[config.mk]
export PLATFORM = sky130hd
export DESIGN_NAME = hash_byte_packer
export DESIGN_NICKNAME = d
export VERILOG_FILES = /design/src/rtl/hash_byte_packer.sv
export SDC_FILE = /design/constraint.sdc
export NUM_CORES = 1
export LEC_CHECK = 0
export ABC_AREA = 1
export CORE_AREA = 2 2 67 69
export CTS_CLUSTER_DIAMETER = 60
export CTS_CLUSTER_SIZE = 24
export DETAILED_ROUTE_END_ITERATION = 10
export DIE_AREA = 0 0 69 71
export PLACE_DENSITY = 0.71
export SYNTH_ARGS = -nofsm -noshare
export SYNTH_HDL_FRONTEND = slang
export SYNTH_SLANG_ARGS = --single-unit
[constraint.sdc]
create_clock -name clk -period 2.01 [get_ports clk]
set_clock_uncertainty 0.2 [all_clocks]
set_input_delay 0.5025 -clock clk [delete_from_list [all_inputs] [get_ports clk]]
set_output_delay 0.5025 -clock clk [all_outputs]
set_load 0.05 [all_outputs]
[src/rtl/hash_byte_packer.sv]
// Packs an Avalon-ST byte stream into 16-bit words for the hash core input.
// Odd-length packets close with a padded word; framing errors are counted and dropped.
module hash_byte_packer #(
  parameter logic [7:0] PAD_BYTE = 8'h00
) (
  input  logic        clk,
  input  logic        reset,
  input  logic [7:0]  in_data,
  input  logic        in_valid,
  output logic        in_ready,
  input  logic        in_startofpacket,
  input  logic        in_endofpacket,
  output logic [15:0] out_data,
  output logic        out_valid,
  input  logic        out_ready,
  output logic        out_startofpacket,
  output logic        out_endofpacket,
  output logic        out_empty,
  output logic [7:0]  err_count
);

  // state | meaning
  // LOW   | no byte held; next byte becomes the high byte (or a padded word on EOP)
  // HIGH  | hi_reg holds the high byte of the next word, hi_sop its SOP flag
  typedef enum logic {LOW, HIGH} state_t;

  state_t      state, state_nxt;
  logic [7:0]  hi_reg, hi_nxt;
  logic        hi_sop, hi_sop_nxt;
  logic        in_packet, in_packet_nxt;
  logic        accept;
  logic        err_a, err_b, err_inc;
  logic        load;
  logic [15:0] load_data;
  logic        load_sop, load_eop, load_empty;

  assign in_ready = !out_valid || out_ready;
  assign accept   = in_valid && in_ready;
  assign err_a    = in_startofpacket && in_packet;
  assign err_b    = !in_startofpacket && !in_packet;
  assign err_inc  = accept && (err_a || err_b);

  always_comb begin
    state_nxt     = state;
    hi_nxt        = hi_reg;
    hi_sop_nxt    = hi_sop;
    in_packet_nxt = in_packet;
    load          = 1'b0;
    load_data     = out_data;
    load_sop      = out_startofpacket;
    load_eop      = out_endofpacket;
    load_empty    = out_empty;
    if (accept && !err_b) begin
      in_packet_nxt = !in_endofpacket;
      // A restarting SOP byte abandons any held byte and is handled as if from LOW.
      if (state == HIGH && !in_startofpacket) begin
        load       = 1'b1;
        load_data  = {hi_reg, in_data};
        load_sop   = hi_sop;
        load_eop   = in_endofpacket;
        load_empty = 1'b0;
        state_nxt  = LOW;
      end else if (in_endofpacket) begin
        load       = 1'b1;
        load_data  = {in_data, PAD_BYTE};
        load_sop   = in_startofpacket;
        load_eop   = 1'b1;
        load_empty = 1'b1;
        state_nxt  = LOW;
      end else begin
        hi_nxt     = in_data;
        hi_sop_nxt = in_startofpacket;
        state_nxt  = HIGH;
      end
    end
  end

  always_ff @(posedge clk or posedge reset) begin
    if (reset) begin
      state     <= LOW;
      hi_reg    <= 8'h00;
      hi_sop    <= 1'b0;
      in_packet <= 1'b0;
    end else begin
      state     <= state_nxt;
      hi_reg    <= hi_nxt;
      hi_sop    <= hi_sop_nxt;
      in_packet <= in_packet_nxt;
    end
  end

  // A load is only possible when in_ready, so it may replace a word leaving this cycle.
  always_ff @(posedge clk or posedge reset) begin
    if (reset) begin
      out_valid         <= 1'b0;
      out_data          <= 16'h0000;
      out_startofpacket <= 1'b0;
      out_endofpacket   <= 1'b0;
      out_empty         <= 1'b0;
    end else if (load) begin
      out_valid         <= 1'b1;
      out_data          <= load_data;
      out_startofpacket <= load_sop;
      out_endofpacket   <= load_eop;
      out_empty         <= load_empty;
    end else if (out_valid && out_ready) begin
      out_valid <= 1'b0;
    end
  end

  always_ff @(posedge clk or posedge reset) begin
    if (reset) begin
      err_count <= 8'h00;
    end else if (err_inc && err_count != 8'hFF) begin
      err_count <= err_count + 8'h01;
    end
  end

endmodule
### Word-level counts from Yosys, hierarchy flattened

Cells that the tools add are included.

| operators by class | value |
|---|---|
| $add $sub $neg | 1 |
| equality and inequality tests | 1 |
| mux-type cells | 14 |
| bitwise operators | 2 |
| reductions and logical operators | 19 |

Operator list:

| cell | number |
|---|---|
| $mux W16 | 2 |
| $mux W1 | 12 |
| $add A8 B1 Y8 const B | 1 |
| $logic_and A1 B1 Y1 | 8 |
| $ne A8 B8 Y1 const B | 1 |
| $reduce_and A3 Y1 | 2 |
| $logic_not A1 Y1 | 5 |
| $reduce_bool A2 Y1 | 2 |
| $logic_or A1 B1 Y1 | 2 |
| $not A1 Y1 | 2 |

| word-level totals | value |
|---|---|
| register bits | 39 |
| input port bits | 14 |
| output and inout bits | 29 |
| logic and storage cells | 47 |

### Longest topological paths before layout

Gate-level depths: netlist of the first run.

| logic depth | value |
|---|---|
| word-level depth | 6 |
| mapped depth | 10 |
| gate-level depth less buffers | 9 |

### Worst setup path after synthesis of the first run

Ideal clock, no wire load.

| path | value |
|---|---|
| path kind | reg-to-reg |
| start | register out_valid |
| end | register out_data[10] |
| arrival time | 1.555 ns |
| data required time | 1.692 ns |
| slack | 0.138 ns |
| cell stages (with the launch flop) | 9 |
| clock period less this slack | 1.872 ns |
| cell sequence | dfrtp_1 > nand2_2 > nand3_2 > inv_2 > nand2_2 > buf_6 > clkinv_4 > nand2_1 > nand2_1 |

| on the way | value |
|---|---|
| cells in the longest elaborated chain, start to end | 6 |

Ends and longest elaborated chain:

| what | line | source |
|---|---|---|
| from (decl) | 14 | `output logic out_valid,` |
| from (signal assigned) | 95 | `out_valid <= 1'b0;` |
| from (signal assigned) | 101 | `out_valid <= 1'b1;` |
| from (signal assigned) | 107 | `out_valid <= 1'b0;` |
| $logic_not A1 Y1 (*) | 37 | `assign in_ready = !out_valid \|\| out_ready;` |
| $logic_or A1 B1 Y1 (*) | 37 |  |
| named net in_ready | 10 | `output logic in_ready,` |
| $logic_and A1 B1 Y1 (*) | 38 | `assign accept = in_valid && in_ready;` |
| $logic_and A1 B1 Y1 (*) | 53 | `if (accept && !err_b) begin` |
| $mux W1 | 53 |  |
| $reduce_and A3 Y1 (no source line) (*) | -- |  |
| to (signal assigned) | 102 | `out_data <= load_data;` |
| to (decl) | 13 | `output logic [15:0] out_data,` |

Mark *: on every way through the listed nets, which the timed path passes. The rest lies on a longest branch.
A chain may end at the register's enable or synchronous reset.

### Worst setup path after layout of the first run

| path | value |
|---|---|
| start | input port out_ready |
| end | output port in_ready |

| on the way | value |
|---|---|
| cells in the longest elaborated chain, start to end | 1 |

Ends and longest elaborated chain:

| what | line | source |
|---|---|---|
| from (decl) | 15 | `input logic out_ready,` |
| $logic_or A1 B1 Y1 | 37 |  |
| to (decl) | 10 |  |

Every way passes these cells.

==> flow_metrics.py, run 1 <==
metrics = {
    "critical_path": {
        "crit_path_launch_type": "input port",
        "crit_fanout": 4,
        "worst_path_dominant_cell_family": "buffers and inverters",
        "category_of_the_critical_setup_timing_path": "input port to output port",
        "max_stage_delay_ps": 450,
        "crit_path_top_delay_cell": "sky130_fd_sc_hd__clkdlybuf4s50_1",
        "crit_path_cell_trace": "clkdlybuf4s50_1 -> inv_1 -> nand2_4 -> buf_12",
        "cp.arrival_ps": 1250,
        "crit_required_ps": 1310,
        "setup.worst_path.end_class": "output port",
        "worstPathBufferInverterCount": 3,
    },
    "floorplanning": {
        "die_width_um": 69,
        "core-area_um2": 4204,
        "die-area_um2": 4899,
        "core.rowCount": 24,
        "initial_cell_density_of_the_core_pct": 42.86,
        "chipHeight_um": 71,
        "io_pins": 43,
    },
    "clocking": {
        "clk_latency_ps": 290,
        "postCtsHoldBufs": 0,
        "cts_buffers": 5,
        "cts-root-to-sink-buffers": 2,
        "cts.reportedPaths.clkPinSlew_ps": 70,
        "tritoncts": "yes",
        "htreeDepth": 2,
        "ctsRootBufferMaster": "sky130_fd_sc_hd__clkbuf_8",
        "sinks_on_clock_net": 39,
    },
    "routing": {
        "drtAntennaViolNets": 0,
        "wl_per_cell_um": 11.40,
        "drt_pass1_iterations": 4,
        "num_vias": 1542,
        "drt-vias-per-instance": 4.562,
        "detailedRoute.firstIterationViolations": 61,
        "drt_drc_violations_left": 0,
        "drt_wl_total_um": 3853,
    },
    "sta": {
        "finalHoldWorstSlack_ps": 274.3,
        "worst_slew_pin_slew_ps": 267.7,
        "max-slew-margin-rel_pct": 82.15,
        "report.final.hold_viol_count": 0,
        "clock.fmax_mhz": 513.4,
        "final_setup_fails": 0,
        "slew_viol_final": 0,
        "period_utilisation_layout_pct": 96.90,
        "min_period_ps": 1948,
        "unrepaired_setup_endpoints_after_global_routing": "false",
    },
    "synth": {
        "synth_area_um2": 1802,
        "yosysTopAreaCell": "sky130_fd_sc_hd__dfrtp_1",
        "synth_top_area_share_pct": 54.17,
        "synth.net_count": 241,
        "post_syn_instances": 225,
        "yosys_warnings": 0,
        "avgSynthCellArea_um2": 8.008,
        "yosys_register_bits": 39,
        "seq_area_frac_synth_pct": 54.17,
        "ys_types": 22,
        "ys_top_cells_by_area": "sky130_fd_sc_hd__dfrtp_1 (54%), sky130_fd_sc_hd__nand2_1 (24%), sky130_fd_sc_hd__inv_1 (4.0%), sky130_fd_sc_hd__o21ai_0 (3.1%), sky130_fd_sc_hd__o21ai_1 (1.9%)",
    },
    "run_status": {
        "status": "finished, final reports clean",
    },
    "finish": {
        "diodes": 0,
        "largest_register_ffs": 16,
        "syn2layout_area_growth_pct": 41.60,
        "nFillCells": 373,
        "final_net_count": 301,
        "final_layout_size_suffix_gt1_share_pct": 22.38,
    },
    "power_and_ir_drop": {
        "cellLeakagePower_nw": 1.350,
        "totalPowerFinal_mw": 3.263,
        "max-vdd-ir-drop_uv": 954.5,
        "power_density_nw_per_um2": 1279,
    },
    "job": {
        "max_cap_violations": 0,
    },
    "grt": {
        "grt_pass1_vias": 1553,
        "antenna_violations_before_repair": 0,
        "grt_pass1_wl_um": 6837,
        "globalRouteOverflowTotal": 0,
        "track_usage_pct": 17.67,
        "maximum_number_of_pins_on_one_net_before_global_route_repair": 40,
    },
    "placed_design": {
        "io_buffers": 42,
        "dp_hpwl_um": 2825,
        "place.gp.congestion": 0.8091,
    },
    "worst_hold_path": {
        "type_of_the_tightest_min_delay_check": "flop to flop",
    },
}
==> area by class of cell <==
| type | count | area, um2 | area share, % |
|---|---|---|---|
| clock inverter | 3 | 43.79 | 1.717 |
| inverter | 24 | 97.59 | 3.825 |
| timing repair buffer | 56 | 590.6 | 23.15 |
| sequential | 39 | 975.9 | 38.25 |
| multi-input combinational | 159 | 709.4 | 27.81 |
| tap | 52 | 65.06 | 2.550 |
| clock buffer | 5 | 68.82 | 2.697 |
==> routing by layer <==
layer / GRT usage, % / wire length (um) / up-vias
met5: 0 / 0 / -
met4: 7.190 / 59 / 0
met3: 4.274 / 194 / 7
met2: 30.66 / 1834 / 36
met1: 21.16 / 1764 / 695
li1: - / - / 804
==> layout by cell type, fill, tap and decap left out, drive strengths merged, types with 5 or more instances in the layout <==
cell type	instances
nand2	118
buf	43
dfrtp	39
inv	23
o21ai	18
clkdlybuf4s50	13
nor2	9
clkbuf	5
nand3	5
==> what timing repair did <==
item | CTS | global route
endpoints found under the setup margin | 0 | 1
resized for setup | 0 | 1
setup buffers | 0 | 0
==> power by group <==
group          total, mW  switching, mW  internal (mW)
Combinational       1.43          0.899          0.530
Clock              0.644          0.275          0.369
Sequential          1.19          0.186           1.00
Total               3.26           1.36           1.90
==> stage by stage <==
stage | setup WS (ps) | std cells | util (%) | TNS [ps] | instance area, um2
after CTS | 25.51 | 338 | 60.57 | 0 | 2546
after floorplan | 137.7 | 225 | - | 0 | 1802
after global placement | -142.8 | 330 | 57.89 | -3850 | 2434
after global routing | 2.440 | 338 | 60.68 | 0 | 2551
final | 62.35 | 338 | 60.68 | 0 | 2551
after detailed placement | -183.9 | 330 | 57.89 | -4629 | 2434
==> cells in the mapped netlist <==
master                     instances
sky130_fd_sc_hd__a21oi_1           2
sky130_fd_sc_hd__a21oi_2           1
sky130_fd_sc_hd__buf_2             1
sky130_fd_sc_hd__buf_4             1
sky130_fd_sc_hd__buf_6             1
sky130_fd_sc_hd__clkinv_4          1
sky130_fd_sc_hd__dfrtp_1          39
sky130_fd_sc_hd__ha_1              2
sky130_fd_sc_hd__inv_1            19
sky130_fd_sc_hd__inv_2             3
sky130_fd_sc_hd__inv_4             1
sky130_fd_sc_hd__nand2_1         114
sky130_fd_sc_hd__nand2_2           3
sky130_fd_sc_hd__nand2_4           1
sky130_fd_sc_hd__nand3_1           4
sky130_fd_sc_hd__nand3_2           1
sky130_fd_sc_hd__nor2_1            7
sky130_fd_sc_hd__nor2_4            2
sky130_fd_sc_hd__o21a_1            1
sky130_fd_sc_hd__o21ai_0          11
sky130_fd_sc_hd__o21ai_1           7
sky130_fd_sc_hd__xnor2_1           3
==> final timing paths <==
path                                    from           end  slack (ps)  depth (start not counted)
max in group asynchronous              reset   out_data[5]        1060                          3
worst min-delay path               hi_reg[6]     hi_reg[6]         270                          2
worst max-delay path               out_ready      in_ready          60                          4
min in group asynchronous              reset  err_count[0]         350                          3
worst max register to register  err_count[1]  err_count[6]         390                          7
worst min register to register     hi_reg[6]     hi_reg[6]         270                          2
==> cells by family after synthesis <==
group	after synthesis	synth area share [%]
flip-flops	39	54.17
buffers and inverters	27	6.736
AND/OR/NAND/NOR	132	29.79
AO/OA/AOI/OAI	22	6.458
adder cells (fa/ha/maj)	2	1.389
XOR/XNOR	3	1.459
==> worst reg2reg max path, delay by kind of cell, from the launching register on <==
| family | cells | cell delay, ps |
|---|---|---|
| DFF | 1 | 470 |
| adders and majority gates | 1 | 230 |
| buffers and inverters | 2 | 290 |
| AOI/OAI and AO/OA | 1 | 60 |
| and+or+nand+nor | 3 | 280 |
Note: power is estimated with default switching activity, not from simulation.
==> run 2, diff against run 1 <==
--- a/config.mk
+++ b/config.mk
@@ -6,11 +6,13 @@
 export NUM_CORES = 1
 export LEC_CHECK = 0
 export ABC_AREA = 1
+export CAP_MARGIN = 30
 export CORE_AREA = 2 2 67 69
 export CTS_CLUSTER_DIAMETER = 60
 export CTS_CLUSTER_SIZE = 24
 export DETAILED_ROUTE_END_ITERATION = 10
 export DIE_AREA = 0 0 69 71
+export HOLD_SLACK_MARGIN = 0.06
 export PLACE_DENSITY = 0.71
 export SYNTH_ARGS = -nofsm -noshare
 export SYNTH_HDL_FRONTEND = slang
==> results of run 2 <==
Same layout as run 1: the final DEF is identical, and so are final timing and power.
